<file path="config.mk">
export PLATFORM = sky130hd
export DESIGN_NAME = regfile_mp
export DESIGN_NICKNAME = d
export VERILOG_FILES = /design/src/rtl/regfile_pkg.sv /design/src/rtl/regfile_rd_port.sv /design/src/rtl/regfile_mp.sv
export SDC_FILE = /design/constraint.sdc
export NUM_CORES = 2
export LEC_CHECK = 0
export CORE_MARGIN = 2
export CORE_UTILIZATION = 40
export DETAILED_ROUTE_END_ITERATION = 8
export HOLD_SLACK_MARGIN = 0.15
export PLACE_DENSITY = 0.55
export SETUP_SLACK_MARGIN = 0.4
export SLEW_MARGIN = 20
export SYNTH_ARGS = -nofsm -noshare
export SYNTH_HDL_FRONTEND = slang
export SYNTH_HIERARCHICAL = 1
export SYNTH_SLANG_ARGS = --single-unit
</file>
<file path="constraint.sdc">
create_clock -name clk -period 5.25 [get_ports clk]
set_input_delay 0.525 -clock clk [delete_from_list [all_inputs] [get_ports clk]]
set_output_delay 0.525 -clock clk [all_outputs]
set_load 0.02 [all_outputs]
</file>
<file path="src/rtl/regfile_pkg.sv">
// Shared definitions for the multi-port register file.
//   - state_e   : controller states (clear sequence, normal operation)
//   - Def*      : default parameter values for regfile_mp
//   - ByteW     : granularity of byte-enable merging
package regfile_pkg;

  typedef enum logic {
    StClear = 1'b0,
    StRun   = 1'b1
  } state_e;

  localparam int unsigned DefDataW = 32;
  localparam int unsigned DefAddrW = 5;
  localparam int unsigned DefNumRd = 2;

  localparam int unsigned ByteW = 8;

endpackage

</file>
<file path="src/rtl/regfile_rd_port.sv">
// One registered read port of regfile_mp.
// Ports:
//   clk, reset      : clock, asynchronous active-high reset
//   run             : high once the clear sequence has finished
//   rd_en, rd_addr  : read request and address for this port
//   mem             : storage array contents
//   wr_fire         : a qualified write happens on this edge
//   wr_addr/_data/_be : the qualified write, for write-first bypass
//   rd_data         : registered read data (latency 1)
module regfile_rd_port
  import regfile_pkg::*;
#(
  parameter int unsigned DATA_W = DefDataW,
  parameter int unsigned ADDR_W = DefAddrW,
  parameter int unsigned DEPTH  = 2 ** DefAddrW
) (
  input  logic                     clk,
  input  logic                     reset,
  input  logic                     run,
  input  logic                     rd_en,
  input  logic [ADDR_W-1:0]        rd_addr,
  input  logic [DATA_W-1:0]        mem [DEPTH],
  input  logic                     wr_fire,
  input  logic [ADDR_W-1:0]        wr_addr,
  input  logic [DATA_W-1:0]        wr_data,
  input  logic [DATA_W/ByteW-1:0]  wr_be,
  output logic [DATA_W-1:0]        rd_data
);

  localparam int unsigned BeW = DATA_W / ByteW;

  logic [DATA_W-1:0] merged;
  logic [DATA_W-1:0] rd_data_d, rd_data_q;

  // Write-first: a same-edge write to this address is merged byte by byte
  // over the stored value. Entry 0 is never cleared, so it is forced to zero.
  always_comb begin
    merged = mem[rd_addr];
    if (wr_fire && (wr_addr == rd_addr)) begin
      for (int unsigned b = 0; b < BeW; b++) begin
        if (wr_be[b]) merged[b*ByteW +: ByteW] = wr_data[b*ByteW +: ByteW];
      end
    end
    if (rd_addr == '0) merged = '0;
  end

  always_comb begin
    rd_data_d = rd_data_q;
    if (!run) begin
      rd_data_d = '0;
    end else if (rd_en) begin
      rd_data_d = merged;
    end
  end

  always_ff @(posedge clk or posedge reset) begin
    if (reset) begin
      rd_data_q <= '0;
    end else begin
      rd_data_q <= rd_data_d;
    end
  end

  assign rd_data = rd_data_q;

endmodule

</file>
<file path="src/rtl/regfile_mp.sv">
// Multi-read-port register file with byte-enable writes.
// After reset a clear sequence zeroes entries 1..DEPTH-1 (one per edge);
// entry 0 always reads as zero. ready rises once clearing is done.
// Ports:
//   clk, reset            : clock, asynchronous active-high reset
//   wr_en/addr/data/be    : single write port with byte enables
//   rd_en, rd_addr        : per-port read enables, packed addresses
//   rd_data               : packed registered read data, latency 1
//   ready                 : clear sequence finished, accesses accepted
module regfile_mp
  import regfile_pkg::*;
#(
  parameter int unsigned DATA_W = DefDataW,
  parameter int unsigned ADDR_W = DefAddrW,
  parameter int unsigned NUM_RD = DefNumRd
) (
  input  logic                     clk,
  input  logic                     reset,
  input  logic                     wr_en,
  input  logic [ADDR_W-1:0]        wr_addr,
  input  logic [DATA_W-1:0]        wr_data,
  input  logic [DATA_W/ByteW-1:0]  wr_be,
  input  logic [NUM_RD-1:0]        rd_en,
  input  logic [NUM_RD*ADDR_W-1:0] rd_addr,
  output logic [NUM_RD*DATA_W-1:0] rd_data,
  output logic                     ready
);

  localparam int unsigned DEPTH = 2 ** ADDR_W;
  localparam int unsigned BeW   = DATA_W / ByteW;

  state_e            state_d, state_q;
  logic [ADDR_W-1:0] clr_idx_d, clr_idx_q;
  logic              ready_d, ready_q;

  logic [DATA_W-1:0] mem_q [DEPTH];
  logic              run;
  logic              wr_fire;

  assign run     = (state_q == StRun);
  assign wr_fire = run && wr_en && (wr_addr != '0) && (wr_be != '0);

  always_comb begin
    state_d   = state_q;
    clr_idx_d = clr_idx_q;
    ready_d   = ready_q;
    unique case (state_q)
      StClear: begin
        clr_idx_d = clr_idx_q + 1'b1;
        if (clr_idx_q == ADDR_W'(DEPTH - 1)) begin
          state_d   = StRun;
          ready_d   = 1'b1;
          clr_idx_d = ADDR_W'(1);
        end
      end
      StRun: begin
        ready_d = 1'b1;
      end
      default: begin
        state_d = StClear;
      end
    endcase
  end

  always_ff @(posedge clk or posedge reset) begin
    if (reset) begin
      state_q   <= StClear;
      clr_idx_q <= ADDR_W'(1);
      ready_q   <= 1'b0;
    end else begin
      state_q   <= state_d;
      clr_idx_q <= clr_idx_d;
      ready_q   <= ready_d;
    end
  end

  // Storage is intentionally not reset; the clear sequence zeroes it.
  always_ff @(posedge clk) begin
    if (state_q == StClear) begin
      mem_q[clr_idx_q] <= '0;
    end else if (wr_fire) begin
      for (int unsigned b = 0; b < BeW; b++) begin
        if (wr_be[b]) mem_q[wr_addr][b*ByteW +: ByteW] <= wr_data[b*ByteW +: ByteW];
      end
    end
  end

  for (genvar p = 0; p < NUM_RD; p++) begin : g_rd
    regfile_rd_port #(
      .DATA_W (DATA_W),
      .ADDR_W (ADDR_W),
      .DEPTH  (DEPTH)
    ) u_rd_port (
      .clk     (clk),
      .reset   (reset),
      .run     (run),
      .rd_en   (rd_en[p]),
      .rd_addr (rd_addr[p*ADDR_W +: ADDR_W]),
      .mem     (mem_q),
      .wr_fire (wr_fire),
      .wr_addr (wr_addr),
      .wr_data (wr_data),
      .wr_be   (wr_be),
      .rd_data (rd_data[p*DATA_W +: DATA_W])
    );
  end

  assign ready = ready_q;

endmodule

</file>
# Word-level counts from Yosys, hierarchy flattened

Cells that the tools add are included.

Register bits: 1095
Input port bits: 56
Output and inout port bits: 65
Logic and storage cells: 122

$add $sub $neg: 1
$lt $le $gt $ge: 6
Equal/unequal tests: 7
Multiplexer cells: 53
Bitwise gates (word level): 7
Reduce and logical (&&, ||, !) cells: 11

Operators by type and width:

| kind                                                                    | count |
|---|---|
| 1024-bit two-way mux                                                    | 12 |
| 1024-bit bitwise mux                                                    | 4 |
| 1024-bit bitwise AND                                                    | 1 |
| 1024-bit NOT                                                            | 1 |
| 32-bit demux with 5-bit select                                          | 5 |
| 32-bit two-way mux                                                      | 14 |
| 32-bit binary-select mux with 5-bit select                              | 2 |
| 8-bit two-way mux                                                       | 9 |
| 6-bit >= comparator, second input constant                              | 4 |
| 24-bit two-way mux                                                      | 1 |
| 5-bit NOT with 6-bit output                                             | 4 |
| 16-bit two-way mux                                                      | 1 |
| 6-bit by 1-bit < comparator with 1-bit output, second input constant    | 2 |
| 5-bit == test                                                           | 2 |
| 5-bit zero test                                                         | 2 |
| 1-bit logical AND                                                       | 7 |
| 2-bit inequality test, second input constant                            | 3 |
| 5-bit by 1-bit adder with 5-bit output, second input constant           | 1 |
| 5-bit == test, second input constant                                    | 1 |
| 5-bit two-way mux                                                       | 1 |
| 5-bit nonzero test                                                      | 1 |
| 4-bit nonzero test                                                      | 1 |
| 1-bit two-way mux                                                       | 3 |
| 2-bit by 1-bit inequality test with 1-bit output, second input constant | 1 |
| other kinds (2)                                                         | 2 |

# Logic depth before layout (Yosys ltp)

Word-level depth: 21
Depth in mapped cells: 13
Mapped depth without buffers: 7

# Hierarchy

The synthesis kept the hierarchy.

Modules (own cells, without submodules):

| module          | instances | cells an instance | area each (sq um) |
|---|---|---|---|
| regfile_mp      | 1         | 3072              | 44368.8 |
| regfile_rd_port | 2         | 821               | 9195.1 |

# Worst setup path after synthesis

No wires, ideal clock.

Kind: in2reg
From: in wr_addr[2]
To: reg g_rd[0].u_rd_port.rd_data_q[27]
Setup time: 118 ps
Arrival: 2420 ps
Required time: 5132 ps
Slack: 2712 ps
Stages: 13
Buffers on the path: 6
Cell sequence: buf_2 -> or2_1 -> clkbuf_1 -> buf_2 -> buf_2 -> nor3_1 -> nor3_1 -> and3_1 -> clkbuf_1 -> and3_4 -> buf_6 -> a22o_1 -> a21o_1

Word-level cells in the longest chain between the ends: 8
Elaborated cells between the ends (all ways): 9

Ends and longest elaborated chain:

| element                        | line                  | text |
|---|---|---|
| start: declaration             | regfile_mp.sv:20      | `input logic [ADDR_W-1:0] wr_addr,` |
| 5-bit nonzero test             | regfile_mp.sv:41      | `assign wr_fire = run && wr_en && (wr_addr != '0) && (wr_be != '0);` |
| 1-bit logical AND (2 in a row) | regfile_mp.sv:41      |  |
| named net wr_fire              | regfile_mp.sv:38      | `logic wr_fire;` |
| 1-bit logical AND              | regfile_rd_port.sv:39 | `if (wr_fire && (wr_addr == rd_addr)) begin` |
| 32-bit two-way mux             | regfile_rd_port.sv:39 |  |
| 32-bit two-way mux             | regfile_rd_port.sv:44 | `if (rd_addr == '0) merged = '0;` |
| 32-bit two-way mux             | regfile_rd_port.sv:51 | `end else if (rd_en) begin` |
| 32-bit two-way mux             | regfile_rd_port.sv:49 | `if (!run) begin` |
| end signal: assignment         | regfile_rd_port.sv:60 | `rd_data_q <= rd_data_d;` |
| end: declaration               | regfile_rd_port.sv:33 | `logic [DATA_W-1:0] rd_data_d, rd_data_q;` |

The timed path passes the listed nets, and every way through them passes these cells. The select of a mux whose other input is x is not followed.
A chain may end at the register's enable or synchronous reset.

# Worst setup path after layout

From: reg state_q, in the netlist run
To: reg mem_q[587] in the netlist's numbering, data pin

Word-level cells in the longest chain between the ends: 1

Ends and longest elaborated chain:

| element                        | line             | text |
|---|---|---|
| start: declaration             | regfile_mp.sv:32 | `state_e state_d, state_q;` |
| start signal: assignment       | regfile_mp.sv:67 | `state_q <= StClear;` |
| start signal: assignment       | regfile_mp.sv:71 | `state_q <= state_d;` |
| 1024-bit two-way mux           | regfile_mp.sv:79 | `if (state_q == StClear) begin` |
| end signal: indexed assignment | regfile_mp.sv:83 | `if (wr_be[b]) mem_q[wr_addr][b*ByteW +: ByteW] <= wr_data[b*ByteW +: ByteW];` |
| end: declaration               | regfile_mp.sv:36 | `logic [DATA_W-1:0] mem_q [DEPTH];` |

Every way passes these cells.

==> out/results.ini <==
[status]
status = completed

[yosys]
synth_area_um2 = 62800
ys_ff_latch = 1095
synth_area_leaders = edfxtp_1 49%, mux4_2 13%, a22o_1 8.7%
synth_common_cells = 1,024 x edfxtp_1, 621 x a22o_1, 372 x mux4_2, 343 x nand2_1, 285 x o2bb2ai_1
synth_ff_type = edfxtp_1
synth_top_area_share = 0.490
synth_top_area_cell = edfxtp_1
synth_cell_type_count = 57
synth_edf_count = 1024
syn_nets = 4775
synth_seq_area_share = 0.518
synth_cells = 4714
ys_async_sr_fraction = 0.0648
yosysMostFrequentCell = edfxtp_1
syn_avg_cell_area_um2 = 13.3
yosysWarnings = 6

[drt]
vias_per_cell = 7.39
wl_um = 281000
avgRoutedWirePerCell_um = 40.6
drc = 0
drt_first_pass_iters = 7
vias = 51196
drtAntennaViolNets = 0
first_iter_violations = 8447

[clock_tree]
cts_max_level = 4
cts.clk_slew.worst_paths_ns = 0.06
cts.sinks = 1095
cts_resized = 0
clock_latency_ns = 0.81
post_cts_buffers = 0
tritoncts = yes
numCtsBuffers = 131
hold_buffers = 0
root_buffer = clkbuf_16
clk_path_buf_depth = 3

[timing]
finalSetupViolCount = 0
fmax_mhz = 268
final_hold_viol_count = 0
min_period_ns = 3.73
worst_slew_pin_slew_ns = 1.26
max_slew_margin = 0.159
rsz0062_at_grt = false
period_share = 0.710
finalClockSkew_ns = 0.0277
fin_tns_setup_ns = 0
final-max-slew-violation-count = 0

[critical_path]
start_kind = flop
worstPathArrival_ns = 4.40
critical_path_required_ns = 5.92
cp-end-kind = flop
critPathMaxFanout = 67
crit_path_top_delay_cell = dfrtp_4
crit_buf_inv = 2
slowest_delay_ns = 0.93
worstSetupPathType = flop to flop
crit_chain = buf_4 -> and3b_1 -> nand2_2 -> buf_12 -> a2bb2o_1
reg2reg_slack_ns = 1.52
cp_top_family = simple AND/OR/NAND/NOR gates

[min_path]
hp-class = primary input to async pin

[global_route]
grt_max_degree = 70
antenna_found_initial = 22
grt_pass1_vias = 48124
grt.total_usage = 0.345
grt_pass1_wl_um = 387000
grt_overflow = 0

[die]
dieArea_um2 = 160000
die_width_um = 400
row_count = 145
die_h_um = 400
start_util = 0.402
coreArea_um2 = 156000
io_pins = 121

[layout]
layout-drive-gt1-share = 0.193
nFillCells = 13956
stdcell_area_um2 = 71500
area_growth_pct = 14.0
utilization = 0.458
layout.nets = 4799

[power]
p_leak_nw = 20.8
p_per_area_nw_per_um2 = 299
p_total_mw = 21.4
ir_drop_v = 0.000273

[place]
dp.final_hpwl_um = 185000
port_buffers = 120
place_congestion = 0.948
place_area_um2 = 66900

[job]
max_cap_viol_count = 0

-- cells in the final DEF, fill, tap and decap left out, types with 69 or more instances in the layout --
| cell | count |
|---|---|
| nand2_1 | 338 |
| buf_4 | 240 |
| o22ai_1 | 186 |
| clkbuf_16 | 134 |
| o21ai_0 | 213 |
| clkdlybuf4s50_1 | 110 |
| a22o_1 | 621 |
| o2bb2ai_1 | 285 |
| edfxtp_1 | 1024 |
| mux2i_1 | 280 |
| dfrtp_1 | 69 |
| nor2_1 | 177 |
| mux4_2 | 372 |
| o21ai_1 | 72 |
| a22oi_1 | 118 |
-- per-layer routing --
layer / share of wire / wire (um) / track usage / up-vias
met2: 0.43 / 122000 / 0.502 / 4282
met5: 0.00071 / 200 / 0 / -
met4: 0.063 / 17800 / 0.191 / 15
met1: 0.37 / 104000 / 0.459 / 26301
met3: 0.13 / 37200 / 0.104 / 810
li1: - / - / - / 19788
-- registers in the layout, indices dropped and copies added, names as in the netlist --
name and cells:
mem_q 1024, ready 1, clr_idx_q 5, run 1, g_rd.u_rd_port/rd_data 64
-- stage by stage --
stage          hold WS, ns  setup WS [ns]  cells
6_report             0.271           1.52   6930
5_1_grt              0.345           1.55   6912
4_1_cts              0.235           1.69   6905
3_5_place_dp         0.467           1.44   6663
3_3_place_gp         0.474           1.42   6663
2_1_floorplan        0.328           2.71   4714
-- logic make-up after synthesis --
logic type,after synthesis,share of synthesized area
AOI/OAI and AO/OA,1723,0.212
buffers and inverters,494,0.0365
and+or+nand+nor,732,0.0523
xor gates and xnor gates,10,0.00140
DFF,1095,0.518
adders and majority gates,5,0.000997
muxes,655,0.179
-- worst reg2reg max path, stage by stage (launching register included) --
cell	delay (ns)
dfrtp_4	0.93
buf_4	0.59
and3b_1	0.73
nand2_2	0.65
buf_12	0.41
a2bb2o_1	0.29
-- worst paths after layout --
kind,start,endpoint,cells after the start
setup / recovery,run,mem_q[587],5
hold / removal,reset,clr_idx_q[4],2
setup reg to reg,run,mem_q[587],5
hold reg to reg,ready,ready,1
max in group asynchronous,reset,g_rd[1].u_rd_port/rd_data[7],2
min in group clk,ready,ready,1
-- report_power, final --
part / switching (mW) / internal [mW] / leakage, nW / total [mW]
Combinational: 1.31 / 0.547 / 10.6 / 1.86
Clock: 4.03 / 5.83 / 2.21 / 9.86
Sequential: 0.154 / 9.52 / 7.94 / 9.68
Total: 5.49 / 15.9 / 20.8 / 21.4
-- area by class of cell --
| type | count | area, um^2 | area share |
|---|---|---|---|
| inverter | 12 | 45.0 | 0.000630 |
| antenna | 25 | 62.6 | 0.000875 |
| multi-input combinational | 3125 | 28500 | 0.398 |
| tap | 2058 | 2570 | 0.0360 |
| clock buffer | 174 | 3630 | 0.0508 |
| clock inverter | 68 | 887 | 0.0124 |
| sequential | 1095 | 32500 | 0.455 |
| timing repair buffer | 373 | 3310 | 0.0463 |
Note: power is estimated with default switching activity, not from simulation.
